--- src/rtl/ahb_slave_mem_if.sv ---
`default_nettype none
// =============================================================================
// Module   : ahb_slave_mem_if
// Brief    : AHB-Lite bus bundle between a master/decoder and ahb_slave_mem.
// Revision : 1.0
// =============================================================================
interface ahb_slave_mem_if;
   logic        hsel;
   logic [31:0] haddr;
   logic        hwrite;
   logic [2:0]  hsize;
   logic [1:0]  htrans;
   logic        hready;
   logic [31:0] hwdata;
   logic        hreadyout;
   logic        hresp;
   logic [31:0] hrdata;

   modport master (
      output hsel, haddr, hwrite, hsize, htrans, hready, hwdata,
      input  hreadyout, hresp, hrdata
   );

   modport slave (
      input  hsel, haddr, hwrite, hsize, htrans, hready, hwdata,
      output hreadyout, hresp, hrdata
   );
endinterface
`default_nettype wire

--- src/rtl/ahb_slave_mem.sv ---
`default_nettype none
// =============================================================================
// Module   : ahb_slave_mem
// Brief    : AHB-Lite DEPTH x 32 register memory, programmable wait states,
//            two-cycle ERROR. Optional macro AHB_SLV_HTRANS_CHECK_EN.
// Revision : 1.0
// =============================================================================
module ahb_slave_mem #(
   parameter int DEPTH       = 16,
   parameter int WAIT_STATES = 1
) (
   input  logic           hclk_i,
   input  logic           hresetn_i,
   ahb_slave_mem_if.slave bus
);
   localparam int         AW     = (DEPTH > 1) ? $clog2(DEPTH) : 1;
   localparam logic [3:0] C_WS   = 4'(WAIT_STATES);
   localparam logic [2:0] S_IDLE = 3'd0;
   localparam logic [2:0] S_WAIT = 3'd1;
   localparam logic [2:0] S_DATA = 3'd2;
   localparam logic [2:0] S_ERR1 = 3'd3;
   localparam logic [2:0] S_ERR2 = 3'd4;

   logic [2:0]    state_q, state_d;
   logic [3:0]    cnt_q, cnt_d;
   logic [AW-1:0] idx_q, idx_d;
   logic [1:0]    lane_q, lane_d;
   logic [1:0]    size_q, size_d;
   logic          write_q, write_d;
   logic [31:0]   hrdata_q, hrdata_d;
   logic [31:0]   mem_q [DEPTH];

   logic          w_accept;
   logic          w_err;
   logic          w_commit;
   logic [3:0]    w_be;
   logic [31:0]   w_merged;
   logic [31:0]   w_rd_word;
   logic [AW-1:0] w_rd_idx;

`ifdef AHB_SLV_HTRANS_CHECK_EN
   assign w_accept = bus.hsel && bus.hready && bus.htrans[1];
`else
   assign w_accept = bus.hsel && bus.hready;
`endif

   assign w_err = (|bus.haddr[31:AW+2])
                || (bus.hsize > 3'd2)
                || ((bus.hsize == 3'd1) && bus.haddr[0])
                || ((bus.hsize == 3'd2) && (|bus.haddr[1:0]));

   assign w_commit = (state_q == S_DATA) && write_q;

   always_comb begin
      case (size_q)
         2'd0:    w_be = 4'b0001 << lane_q;
         2'd1:    w_be = lane_q[1] ? 4'b1100 : 4'b0011;
         default: w_be = 4'b1111;
      endcase
   end

   for (genvar i = 0; i < 4; i++) begin : g_lane
      assign w_merged[8*i +: 8] = w_be[i] ? bus.hwdata[8*i +: 8] : mem_q[idx_q][8*i +: 8];
   end

   // A read loaded on the same edge a write commits must see the merged word.
   assign w_rd_idx  = (state_q == S_WAIT) ? idx_q : bus.haddr[AW+1:2];
   assign w_rd_word = (w_commit && (idx_q == w_rd_idx)) ? w_merged : mem_q[w_rd_idx];

   always_comb begin
      state_d  = state_q;
      cnt_d    = cnt_q;
      idx_d    = idx_q;
      lane_d   = lane_q;
      size_d   = size_q;
      write_d  = write_q;
      hrdata_d = hrdata_q;
      case (state_q)
         S_WAIT: begin
            if (cnt_q == C_WS) begin
               state_d = S_DATA;
               cnt_d   = 4'd0;
               if (!write_q) hrdata_d = w_rd_word;
            end else begin
               cnt_d = cnt_q + 4'd1;
            end
         end
         S_ERR1: state_d = S_ERR2;
         default: begin
            state_d = S_IDLE;
            if (w_accept) begin
               idx_d   = bus.haddr[AW+1:2];
               lane_d  = bus.haddr[1:0];
               size_d  = bus.hsize[1:0];
               write_d = bus.hwrite;
               if (w_err) begin
                  state_d = S_ERR1;
               end else if (C_WS != 4'd0) begin
                  state_d = S_WAIT;
                  cnt_d   = 4'd1;
               end else begin
                  state_d = S_DATA;
                  if (!bus.hwrite) hrdata_d = w_rd_word;
               end
            end
         end
      endcase
   end

   always_ff @(posedge hclk_i or negedge hresetn_i) begin
      if (!hresetn_i) begin
         state_q  <= S_IDLE;
         cnt_q    <= 4'd0;
         idx_q    <= '0;
         lane_q   <= 2'd0;
         size_q   <= 2'd0;
         write_q  <= 1'b0;
         hrdata_q <= 32'd0;
         for (int i = 0; i < DEPTH; i++) mem_q[i] <= 32'd0;
      end else begin
         state_q  <= state_d;
         cnt_q    <= cnt_d;
         idx_q    <= idx_d;
         lane_q   <= lane_d;
         size_q   <= size_d;
         write_q  <= write_d;
         hrdata_q <= hrdata_d;
         if (w_commit) mem_q[idx_q] <= w_merged;
      end
   end

   assign bus.hreadyout = !((state_q == S_WAIT) || (state_q == S_ERR1));
   assign bus.hresp     = (state_q == S_ERR1) || (state_q == S_ERR2);
   assign bus.hrdata    = hrdata_q;
endmodule
`default_nettype wire
--- src/flat_wrapper.sv ---
// flat-port wrapper written by rule: the top's interface ports become plain ports
module ahb_slave_mem_flat 
#(
   parameter int DEPTH       = 16,
   parameter int WAIT_STATES = 1
)
  (hclk_i, hresetn_i, bus_hsel, bus_haddr, bus_hwrite, bus_hsize, bus_htrans, bus_hready, bus_hwdata, bus_hreadyout, bus_hresp, bus_hrdata);
  ahb_slave_mem_if bus_i ();
  input  logic hclk_i;
  input  logic hresetn_i;
  input wire logic [$bits(bus_i.hsel)-1:0] bus_hsel;
  input wire logic [$bits(bus_i.haddr)-1:0] bus_haddr;
  input wire logic [$bits(bus_i.hwrite)-1:0] bus_hwrite;
  input wire logic [$bits(bus_i.hsize)-1:0] bus_hsize;
  input wire logic [$bits(bus_i.htrans)-1:0] bus_htrans;
  input wire logic [$bits(bus_i.hready)-1:0] bus_hready;
  input wire logic [$bits(bus_i.hwdata)-1:0] bus_hwdata;
  output wire logic [$bits(bus_i.hreadyout)-1:0] bus_hreadyout;
  output wire logic [$bits(bus_i.hresp)-1:0] bus_hresp;
  output wire logic [$bits(bus_i.hrdata)-1:0] bus_hrdata;
  assign bus_i.hsel = bus_hsel;
  assign bus_i.haddr = bus_haddr;
  assign bus_i.hwrite = bus_hwrite;
  assign bus_i.hsize = bus_hsize;
  assign bus_i.htrans = bus_htrans;
  assign bus_i.hready = bus_hready;
  assign bus_i.hwdata = bus_hwdata;
  assign bus_hreadyout = bus_i.hreadyout;
  assign bus_hresp = bus_i.hresp;
  assign bus_hrdata = bus_i.hrdata;
  ahb_slave_mem #(.DEPTH(DEPTH), .WAIT_STATES(WAIT_STATES)) u_core (.hclk_i(hclk_i), .hresetn_i(hresetn_i), .bus(bus_i));
endmodule
--- config.mk ---
export PLATFORM = sky130hd
export DESIGN_NAME = ahb_slave_mem_flat
export DESIGN_NICKNAME = d
export VERILOG_FILES = /design/src/rtl/ahb_slave_mem_if.sv /design/src/rtl/ahb_slave_mem.sv /design/src/flat_wrapper.sv
export SDC_FILE = /design/constraint.sdc
export NUM_CORES = 1
export LEC_CHECK = 0
export ABC_AREA = 1
export CORE_MARGIN = 10
export CORE_UTILIZATION = 25
export DETAILED_ROUTE_END_ITERATION = 12
export GPL_ROUTABILITY_DRIVEN = 0
export PLACE_DENSITY = 0.44
export SLEW_MARGIN = 0
export SYNTH_ARGS = -nofsm -noshare
export SYNTH_HDL_FRONTEND = slang
export SYNTH_SLANG_ARGS = --single-unit
--- constraint.sdc ---
create_clock -name hclk_i -period 4.1 [get_ports hclk_i]
set_clock_uncertainty 0.1 [all_clocks]
set_input_delay 1.025 -clock hclk_i [delete_from_list [all_inputs] [get_ports hclk_i]]
set_output_delay 1.025 -clock hclk_i [all_outputs]
set_load 0.05 [all_outputs]
## Word-level counts from Yosys, hierarchy flattened

Index checks and enable logic that the tools add are counted.

- Input port bits: 74
- Word-level logic and storage cells: 90
- Register bits after elaboration: 560

- Muxes and demuxes: 25
- Add/subtract/negate cells: 1
- Bitwise gates (word level): 5
- Shifts and indexed selects: 1
- Reductions and logical operators: 20
- Equal/unequal tests: 11
- $lt $le $gt $ge: 4

Operators by type and width:

| kind | count |
|---|---|
| 512-bit bitwise mux | 1 |
| 32-bit binary-select mux with 4-bit select | 2 |
| 32-bit 2-to-1 mux | 6 |
| 32-bit demux with 4-bit select | 1 |
| 8-bit 2-to-1 mux | 4 |
| 26-bit OR reduction | 1 |
| 4-bit 2-to-1 mux | 5 |
| 4-bit case mux with 2 select lines | 2 |
| 5-bit greater-or-equal comparator (second input constant) | 2 |
| 4-bit NOT with 5-bit output | 2 |
| 3-bit by 2-bit equality test with 1-bit output (second input constant) | 3 |
| 3-bit by 1-bit equality test with 1-bit output (second input constant) | 2 |
| 1-bit logical AND | 6 |
| 3-bit 2-to-1 mux | 2 |
| 3-bit case mux with 2 select lines | 1 |
| 3-bit AND reduction | 2 |
| 1-bit logical OR | 5 |
| 5-bit by 1-bit less-than comparator with 1-bit output (second input constant) | 1 |
| 4-bit by 1-bit adder with 4-bit output (second input constant) | 1 |
| 4-bit by 1-bit equality test with 1-bit output (second input constant) | 1 |
| 4-bit equality test | 1 |
| 2-bit inequality test (second input constant) | 2 |
| 2-bit OR reduction | 2 |
| 1-bit by 2-bit left shift with 4-bit output (first input constant) | 1 |
| other kinds (9) | 11 |

## Longest topological paths before layout

Gate-level depths: netlist (run 1).

- Depth in word-level cells: 7
- Mapped depth: 13

## Worst setup path after synthesis (run 1)

Ideal clock, no wire load.

- Path kind: input to register
- Start point: in bus_haddr[2]
- End point: reg u_core.hrdata_q[23], in the netlist u_core.bus.hrdata[23]
- Arrival: 2.082 ns
- Data required time: 3.882 ns
- Slack: 1.801 ns
- Setup time: 0.118 ns
- Stages: 11
- Cell sequence: nand2_1 > nand2_1 > buf_2 > buf_1 > nand2_1 > nand3_1 > nand3_1 > nand3_1 > nand3_1 > nand2_1 > nand2_1

- Cells in the longest elaborated chain, start to end: 6
- Elaborated cells between the ends (all ways): 8

RTL lines:

| what | RTL line | source |
|---|---|---|
| start: declaration | flat_wrapper.sv:12 | `input wire logic [$bits(bus_i.haddr)-1:0] bus_haddr;` |
| 4-bit 2-to-1 mux (*) | ahb_slave_mem.sv:67 | `assign w_rd_idx = (state_q == S_WAIT) ? idx_q : bus.haddr[AW+1:2];` |
| 4-bit NOT with 5-bit output (implied by the code) | ahb_slave_mem.sv:68 | `assign w_rd_word = (w_commit && (idx_q == w_rd_idx)) ? w_merged : mem_q[w_rd_idx];` |
| 32-bit binary-select mux with 4-bit select | ahb_slave_mem.sv:68 |  |
| 32-bit 2-to-1 mux (implied by the code) (2 in series) | ahb_slave_mem.sv:68 |  |
| 32-bit 2-to-1 mux (*) | ahb_slave_mem.sv:68 |  |
| end signal: assignment | ahb_slave_mem.sv:127 | `hrdata_q <= hrdata_d;` |
| end: declaration | ahb_slave_mem.sv:30 | `logic [31:0] hrdata_q, hrdata_d;` |

Every way passes the cells marked *; elsewhere a longest branch is shown, timed or not. The select of a mux whose other input is x is not followed.
A chain may end at the register's enable or synchronous reset.

## Worst setup path in the final report (run 1)

- Start point: reg u_core.idx_q[1]
- End point: reg u_core.mem_q[115] in the netlist's numbering

- Cells in the longest elaborated chain, start to end: 6
- Elaborated cells between the ends (all ways): 11

RTL lines:

| what | RTL line | source |
|---|---|---|
| start: declaration | ahb_slave_mem.sv:26 | `logic [AW-1:0] idx_q, idx_d;` |
| start signal: assignment | ahb_slave_mem.sv:123 | `idx_q <= idx_d;` |
| 4-bit NOT with 5-bit output (implied by the code) (*) | ahb_slave_mem.sv:63, ahb_slave_mem.sv:128 |  |
| 5-bit greater-or-equal comparator (implied by the code), or another cell as far along | ahb_slave_mem.sv:128 | `if (w_commit) mem_q[idx_q] <= w_merged;` |
| 1-bit logical AND (implied by the code) / 32-bit 2-to-1 mux (equally long branches) | - |  |
| 32-bit 2-to-1 mux (on tied branches) | - |  |
| 32-bit demux with 4-bit select / 8-bit 2-to-1 mux (equally long branches) | ahb_slave_mem.sv:128, ahb_slave_mem.sv:63 |  |
| 512-bit bitwise mux (*) | ahb_slave_mem.sv:128 |  |
| end signal: indexed assignment | ahb_slave_mem.sv:128 |  |
| end: declaration | ahb_slave_mem.sv:31 | `logic [31:0] mem_q [DEPTH];` |

Marked as above.

==> summary.md, run 1 <==
| Metric | Value |
|---|---|
| Number of distinct library cell variants in the gate-level netlist after synthesis | `40` |
| Post-Synthesis Net Count | `approximately 4,400` |
| Max H-tree Level | `3` |
| Placed insts | `just under 6,000` |
| Slowest library cell on the worst path | `sky130_fd_sc_hd__nor2_2` |
| Actual slew at the worst max-slew pin | `about 1100 ps` |
| Clock power frac | `0.193` |
| Xor and xnor area share after synthesis | `0.0005577` |
| Ordered cell list for the critical path | `nor2_8 > inv_4 > nor2_2 > inv_2 > buf_12 > nand2_1 > o21ai_0` |
| Post-Layout Cell Count | `6,003` |
| Dominant combinational cell family by area after synthesis | `simple AND/OR/NAND/NOR gates` |
| Leading area contributor after synthesis | `sky130_fd_sc_hd__dfrtp_1` |
| Post-detailed-route DRC marker count | `0` |
| Fin worst setup slack | `about 550 ps` |
| Number of global-route vias before repair | `slightly below 30,000` |
| Number of instances resized during post-cts repair | `0` |
| Die Wd | `about 370 µm` |
| Buffer and inverter count on the worst path | `3` |
| Root cell of the clock tree | `sky130_fd_sc_hd__clkbuf_16` |
| Required time of the critical path | `~4500 ps` |
| Maximum fanout encountered on the critical timing path | `36` |
| Critical Path Max Stage Delay | `between 800 and 900 ps` |
| Fraction of registers with async set or reset after synthesis | `1.000` |
| Final Max Slew Viols | `0` |
| Final TNS setup | `0 ps` |
| Die Footprint | `0.1402 mm²` |
| Arrival time of the worst setup path | `3930 ps` |
| Number of standard cells after synthesis | `~4,400` |
| Final period util | `0.8649` |
| RSZ-0062 raised after global routing | `no` |
| Global routing usage summed across all routing layers | `0.1815` |
| Family with the most delay on the worst path | `simple AND/OR/NAND/NOR gates` |
| Startpoint types | `register` |
| Power density over the cells | `868.4 mW/mm²` |
| Largest net degree at the start of global routing | `approximately 130` |
| Critical path class | `reg2reg` |
| Cell area after synthesis | `between 0.03 and 0.04 mm²` |
| Total setup violations reported at the end of the flow | `0` |
| Utilization of the core after routing | `0.2938` |
| Kind of end point of the critical path | `register` |
| Post-synth EDFFs | `0` |
| Number of routed nets with antenna violations | `0` |
| Detailed-router iteration count before antenna repair | `5` |
| P&R area growth vs syn | `16.27%` |
| Dominant synthesized flop cell | `sky130_fd_sc_hd__dfrtp_1` |
| Proportion of total power due to net switching | `0.4897` |
| Post-synthesis mux area share | `0` |
| Hold Worst Slack | `239.8 ps` |
| Number of setup buffers added after CTS | `0` |
| Final hold violations | `0` |
| Pre-CTS worst setup slack | `between 500 and 600 ps` |
| Share of the synthesized area in compound gates (AO/OA/AOI/OAI) | `0.1349` |
| Total of flip-flops plus latches after synthesis | `560` |
| Grt ovf | `0` |
| Number of diodes added for antenna fixing | `0` |
| Maximum buffer depth of the clock tree | `3` |
| Global-route wire length before repair | `slightly below 200,000 µm` |
| Synthesized area per cell | `slightly above 7 µm²` |
| Number of antenna violations at the first check in global routing | `1` |
| Peak ir drop on the vdd network | `about 0.50 mV` |
| Number of buffers created by CTS | `roughly 70` |
| Leakage power total | `19.56 nW` |
| TritonCTS clock tree | `yes` |
| Result of the run | `completed` |
| Clock Latency Late Sink | `630 ps` |
| Combinational Power Share | `0.530` |
| Sequential power share | `0.277` |
| Area share of fa/ha/maj cells after synthesis | `0.0007968` |
| CTS hold repair buffers | `0` |
| Post-layout net count | `between 4,000 and 5,000` |
| Tmin final | `3546 ps` |
| Max-slew headroom | `0.2400` |
| Total number of yosys warnings | `0` |
| # rows | `129` |
| Number of buffer cells added on primary ports | `about 110` |
| Sequential area share after synthesis | `0.4462` |
| Average via count per standard cell | `roughly 5.0` |
| Share of the synthesized area in the top cell type | `0.4462` |
| Class of the tightest hold or removal check | `in2async` |
| Max Clk Rate | `0.2820 GHz` |
| Clock-pin slew on the worst setup and hold paths | `roughly 60 ps` |
| Net Switching | `about 16 mW` |
| Final HPWL DP | `between 70,000 and 80,000 µm` |
| Initial core utilization | `0.2527` |
| Simple logic cell fraction of the synthesized area | `0.2970` |
| Share of cells above drive strength 1 | `0.07215` |
| Post-DR wirelength/cell | `22.00 µm` |
| Total routed wirelength | `approximately 130,000 µm` |
| Die Span Y | `~370 µm` |
| Core region area | `0.1243 mm²` |
| Top cells by area, synth | `sky130_fd_sc_hd__dfrtp_1 (45%), sky130_fd_sc_hd__nand2_1 (14%), sky130_fd_sc_hd__nand3_1 (12%)` |
| MaxCap Viol Count | `0` |
| Via count | `30,120` |
| Int Power | `approximately 16 mW` |
| Number of design-rule violations left by the first detailed-router iteration | `slightly below 3,000` |
| Sink Count | `between 500 and 600` |
| Io pins | `between 100 and 150` |
## area by class of cell
| class | count | area, µm² |
|---|---|---|
| Clock inverter | 16 | 206.4 |
| Clock buffer | 104 | 1969 |
| Fill cell | 13580 | 87770 |
| Tap cell | 1637 | 2048 |
| Timing Repair Buffer | 208 | 2380 |
| Inverter | 569 | 2140 |
| Sequential cell | 560 | 14010 |
| Multi-Input combinational cell | 2909 | 13760 |
## worst register-to-register path, stage by stage, from the launching register on
cell and delay, ps:
sky130_fd_sc_hd__dfrtp_1 640, sky130_fd_sc_hd__nor2_8 380, sky130_fd_sc_hd__inv_4 340, sky130_fd_sc_hd__nor2_2 880, sky130_fd_sc_hd__inv_2 560, sky130_fd_sc_hd__buf_12 350, sky130_fd_sc_hd__nand2_1 90, sky130_fd_sc_hd__o21ai_0 70
## sequential cells by signal, indices dropped and copies added (netlist names)
register,count
u_core.mem_q,512
u_core.bus.hrdata,32
u_core.cnt_q,4
u_core.idx_q,4
u_core.state_q,3
u_core.lane_q,2
u_core.size_q,2
u_core.write_q,1
## power groups by stage
stage,sequential (mW),clock (mW),combinational (mW)
2_1_floorplan,9.08,0,10.9
3_5_place_dp,8.83,0,16.7
4_1_cts,8.76,6.27,16.8
3_3_place_gp,8.81,0,16.7
5_1_grt,9.03,6.49,18.4
6_report,8.77,6.12,16.8
## stage by stage
stage | total power [mW] | instance area [µm²]
floorplan | 19.96 | 31410
global placement | 25.50 | 34340
detailed placement | 25.56 | 34340
CTS | 31.80 | 36520
global route | 33.91 | 36520
finish | 31.71 | 36520
## metal layers
layer	track usage	vias to the layer above	wire length [µm]
met1	0.2371	14650	57610
met2	0.3043	1085	62230
met5	0	-	13
met3	0.02137	269	7388
li1	-	14110	-
met4	0.07001	2	4797
## cell usage after synthesis (4+ instances only)
library cell and number:
sky130_fd_sc_hd__o21ai_1 245, sky130_fd_sc_hd__inv_1 540, sky130_fd_sc_hd__buf_4 44, sky130_fd_sc_hd__o22ai_1 242, sky130_fd_sc_hd__nor2_1 76, sky130_fd_sc_hd__o221ai_1 9, sky130_fd_sc_hd__inv_2 28, sky130_fd_sc_hd__nor4_1 4
sky130_fd_sc_hd__buf_2 85, sky130_fd_sc_hd__nand2_2 14, sky130_fd_sc_hd__a21oi_1 13, sky130_fd_sc_hd__clkbuf_1 153, sky130_fd_sc_hd__or2_2 26, sky130_fd_sc_hd__buf_6 18, sky130_fd_sc_hd__nor2_4 9, sky130_fd_sc_hd__dfrtp_1 560
sky130_fd_sc_hd__and3_1 7, sky130_fd_sc_hd__a22oi_1 9, sky130_fd_sc_hd__nand3_1 784, sky130_fd_sc_hd__o22ai_2 5, sky130_fd_sc_hd__nor2_2 7, sky130_fd_sc_hd__o21ai_0 240, sky130_fd_sc_hd__buf_1 30, sky130_fd_sc_hd__nand2_1 1198
## worst paths after layout
check                                                       from                                to  slack [ps]  cells past startpoint
max in group asynchronous                              hresetn_i     u_core.mem_q[475]$_DFFE_PN0P_        2570                      2
worst min register to register  u_core.bus.hrdata[7]$_DFFE_PN0P_  u_core.bus.hrdata[7]$_DFFE_PN0P_         380                      2
worst max register to register       u_core.idx_q[1]$_DFFE_PN0P_     u_core.mem_q[115]$_DFFE_PN0P_         550                      7
min in group hclk_i             u_core.bus.hrdata[7]$_DFFE_PN0P_  u_core.bus.hrdata[7]$_DFFE_PN0P_         380                      2
worst max-delay path                 u_core.idx_q[1]$_DFFE_PN0P_     u_core.mem_q[115]$_DFFE_PN0P_         550                      7
worst min-delay path                                   hresetn_i       u_core.mem_q[9]$_DFFE_PN0P_         240                      1
## cell families after synthesis
| group | count (synthesis) |
|---|---|
| AOI/OAI and AO/OA | 766 |
| buffers and inverters | 899 |
| and+or+nand+nor | 2139 |
| DFF | 560 |
| adders and majority gates | 2 |
| xor gates and xnor gates | 2 |
## placed cells by master (no fill, tap or decap), types with 3 or more instances in the layout
| cell type | synthesis | final |
|---|---|---|
| sky130_fd_sc_hd__o22ai_2 | 5 | 5 |
| sky130_fd_sc_hd__dfrtp_1 | 560 | 560 |
| sky130_fd_sc_hd__nor2_2 | 7 | 7 |
| sky130_fd_sc_hd__inv_2 | 28 | 30 |
| sky130_fd_sc_hd__nand2_2 | 14 | 14 |
| sky130_fd_sc_hd__o21ai_4 | 0 | 5 |
| sky130_fd_sc_hd__nor2_1 | 76 | 73 |
| sky130_fd_sc_hd__a22oi_1 | 9 | 9 |
| sky130_fd_sc_hd__clkdlybuf4s50_1 | 0 | 104 |
| sky130_fd_sc_hd__bufinv_16 | 0 | 4 |
| sky130_fd_sc_hd__clkbuf_8 | 0 | 9 |
| sky130_fd_sc_hd__nor2_4 | 9 | 12 |
| sky130_fd_sc_hd__clkbuf_1 | 153 | 25 |
| sky130_fd_sc_hd__inv_1 | 540 | 536 |
| sky130_fd_sc_hd__or2_2 | 26 | 26 |
| sky130_fd_sc_hd__buf_4 | 44 | 59 |
| sky130_fd_sc_hd__nand3_1 | 784 | 783 |
| sky130_fd_sc_hd__inv_6 | 0 | 4 |
| sky130_fd_sc_hd__o221ai_1 | 9 | 9 |
| sky130_fd_sc_hd__o22ai_1 | 242 | 242 |
| sky130_fd_sc_hd__o21ai_0 | 240 | 236 |
| sky130_fd_sc_hd__o21ai_1 | 245 | 245 |
| sky130_fd_sc_hd__nor4_1 | 4 | 4 |
| sky130_fd_sc_hd__and3_1 | 7 | 7 |
| sky130_fd_sc_hd__clkinv_2 | 0 | 8 |
| sky130_fd_sc_hd__nand2_1 | 1198 | 1196 |
| sky130_fd_sc_hd__a21oi_1 | 13 | 9 |
| sky130_fd_sc_hd__clkbuf_16 | 0 | 70 |
| sky130_fd_sc_hd__buf_12 | 0 | 44 |
| sky130_fd_sc_hd__nand2_8 | 1 | 3 |
Power figures use the tool's default switching activity.
==> inputs of run 2 (changes only) <==
Settings changed: CORE_MARGIN 10 to 1.
==> run 2 against run 1 <==
Sequential cell count unchanged. Register-to-register slack better by 300 ps. Global-route usage up 2.4 points. Utilization up 0.20 points. Critical path depth down 3. Setup slack better by 280 ps. First-iteration DRC count down 0.78%. Clock power up 3%. Clock-buffer cell count up 2. Worst hold slack better by 110 ps. Sequential share of layout area down 0.21 points. Largest power group unchanged. Highest routed layer is now met4.
==> summary.md, run 2 (synthesized netlist as in run 1, its figures left out) <==
| Metric | Value |
|---|---|
| Result of the run | `completed` |
| Clock-pin slew on the worst setup and hold paths | `60 ps (about the same)` |
| Total setup violations reported at the end of the flow | `0 (unchanged)` |
| TritonCTS clock tree | `yes` |
| Final HPWL DP | `75,280 µm (+1.0%)` |
| Post-Layout Cell Count | `6,021 (+0.30%)` |
| R2R cell count | `10 (+3)` |
| Root cell of the clock tree | `sky130_fd_sc_hd__clkbuf_16` |
| Detailed-router iteration count before antenna repair | `7 (+2)` |
| Final TNS setup | `0 ps (unchanged)` |
| Post-DR wirelength/cell | `21.92 µm (-0.33%)` |
| Tmin final | `3268 ps (-278.1 ps)` |
| Initial core utilization | `0.2530 (+0.0003286)` |
| Power density over the cells | `872.9 mW/mm² (+0.51%)` |
| Final hold violations | `0 (unchanged)` |
| Arrival time of the worst setup path | `2140 ps (-1790 ps)` |
| Number of setup buffers added after CTS | `0 (unchanged)` |
| Post-Layout Inst Area | `0.03672 mm² (+0.56%)` |
| P&R area growth vs syn | `16.92%` |
| # rows | `129 (unchanged)` |
| Class of the tightest hold or removal check | `in2async` |
| Max H-tree Level | `3 (unchanged)` |
| CTS hold repair buffers | `0 (unchanged)` |
| Number of design-rule violations left by the first detailed-router iteration | `2,930 (-0.78%)` |
| MaxCap Viol Count | `0 (unchanged)` |
| Utilization of the core after routing | `0.2958 (+0.002025)` |
| Core region area | `0.1241 mm² (-0.13%)` |
| Number of instances resized during post-cts repair | `0 (unchanged)` |
| Final period util | `0.7971 (-0.06782)` |
| RSZ-0062 raised after global routing | `no` |
| Share of cells above drive strength 1 | `0.07755 (+0.005406)` |
| Total routed wirelength | `132,000 µm (about the same)` |
| Register with the most flip-flops | `u_core.mem_q` |
| Die Footprint | `0.1270 mm² (-9.4%)` |
| Via count | `30,130 (+0.030%)` |
| Grt ovf | `0 (unchanged)` |
| Peak ir drop on the vdd network | `0.4629 mV (-6.5%)` |
| Largest net degree at the start of global routing | `79 (-39%)` |
| Number of global-route vias before repair | `29,100 (-0.15%)` |
| Maximum buffer depth of the clock tree | `3 (unchanged)` |
| Critical path class | `reg2out` |
| Sink Count | `560 (unchanged)` |
| Number of antenna violations at the first check in global routing | `3 (+2)` |
| Die Span Y | `356.4 µm (-4.8%)` |
| Die Wd | `356.4 µm (-4.8%)` |
| Required time of the critical path | `2970 ps (-1510 ps)` |
| Post-layout net count | `4,411 (+0.43%)` |
| Average via count per standard cell | `5.003 (-0.27%)` |
| Maximum fanout encountered on the critical timing path | `5 (-86%)` |
| Clock Latency Late Sink | `620 ps (about the same)` |
| Leakage power total | `19.68 nW (+0.63%)` |
| Number of buffers created by CTS | `68 (unchanged)` |
| Startpoint types | `register` |
| Kind of end point of the critical path | `primary output` |
| Io pins | `108 (unchanged)` |
| Global-route wire length before repair | `195,900 µm (+0.22%)` |
| Global routing usage summed across all routing layers | `0.2055 (+0.02400)` |
| Post-detailed-route DRC marker count | `0 (unchanged)` |
| Max Clk Rate | `0.3060 GHz (+8.5%)` |
| Number of routed nets with antenna violations | `0 (unchanged)` |
| Top library cells by usage in the layout, fill and taps aside | `sky130_fd_sc_hd__nand2_1 (1,196), sky130_fd_sc_hd__nand3_1 (783), sky130_fd_sc_hd__dfrtp_1 (560), sky130_fd_sc_hd__inv_1 (536), sky130_fd_sc_hd__o21ai_1 (245)` |
| Number of buffer cells added on primary ports | `105 (unchanged)` |
| Total placed instance area | `0.03444 mm² (+0.31%)` |
| Flip-flop count of the largest register, all copies and words added | `512 (unchanged)` |
| Final Max Slew Viols | `0 (unchanged)` |
| Actual slew at the worst max-slew pin | `1069 ps (-71.50 ps)` |
| Power, Total | `32.05 mW (+1.1%)` |
| Placed insts | `5,902 (+0.32%)` |
| Most frequent standard cell in the layout excluding fill and tap cells | `sky130_fd_sc_hd__nand2_1` |
| Max-slew headroom | `0.2876 (+0.04767)` |
| Number of diodes added for antenna fixing | `0 (unchanged)` |
==> run 2: cell types whose count changed in the layout (fill, tap and decap cells not counted), sizes merged <==
cell      delta
clkinv       -2
clkbuf       +2
inv          -3
buf         +19
clkinvlp     +1
bufinv       +1
==> run 2: metal layers <==
metal	vias to the layer above	GRT usage	routed length (µm)
li1	14170	-	-
met1	14670	0.2780	58470
met2	1056	0.3356	60850
met3	236	0.02430	8148
met4	0	0.07536	4521
met5	-	0	0
==> run 2: worst paths after layout <==
check	slack, ps	from	endpoint
min reg2reg	370	u_core.bus.hrdata[9]$_DFFE_PN0P_	u_core.bus.hrdata[9]$_DFFE_PN0P_
min in group hclk_i	370	u_core.bus.hrdata[9]$_DFFE_PN0P_	u_core.bus.hrdata[9]$_DFFE_PN0P_
max in group asynchronous	2610	hresetn_i	u_core.mem_q[338]$_DFFE_PN0P_
max	830	u_core.state_q[0]$_DFFE_PN0P_	bus_hresp
min	350	hresetn_i	u_core.mem_q[489]$_DFFE_PN0P_
max reg2reg	850	u_core.idx_q[0]$_DFFE_PN0P_	u_core.mem_q[454]$_DFFE_PN0P_
==> run 2: cell type report <==
class | count | area [µm²]
Multi-Input combinational cell | 2909 | 13760
Timing Repair Buffer | 227 | 2485
Inverter | 569 | 2140
Tap cell | 1637 | 2048
Clock buffer | 106 | 2078
Sequential cell | 560 | 14010
Fill cell | 13450 | 87400
Clock inverter | 13 | 196.4
==> run 2: power breakdown <==
group | switching [mW] | total [mW] | leakage [nW] | internal, mW
Clock | 2.52 | 6.30 | 1.12 | 3.79
Sequential | 1.26 | 8.85 | 5.40 | 7.59
Combinational | 11.8 | 16.9 | 13.2 | 5.09
==> run 2: critical path, cell delays in order, from the launching register on <==
cell,delay [ps]
sky130_fd_sc_hd__dfrtp_1,470
sky130_fd_sc_hd__inv_1,110
sky130_fd_sc_hd__nand3_1,80
sky130_fd_sc_hd__nand2_1,80
sky130_fd_sc_hd__clkdlybuf4s50_1,800
==> run 2: through the flow <==
| step | hold slack, ps | worst slack, ps |
|---|---|---|
| CTS | 347.1 | 798.6 |
| global placement | 365.3 | 667.0 |
| finish | 352.7 | 832.0 |
| global route | 385.8 | 620.9 |
| floorplan | 349.1 | 1801 |
| detailed placement | 364.9 | 668.9 |
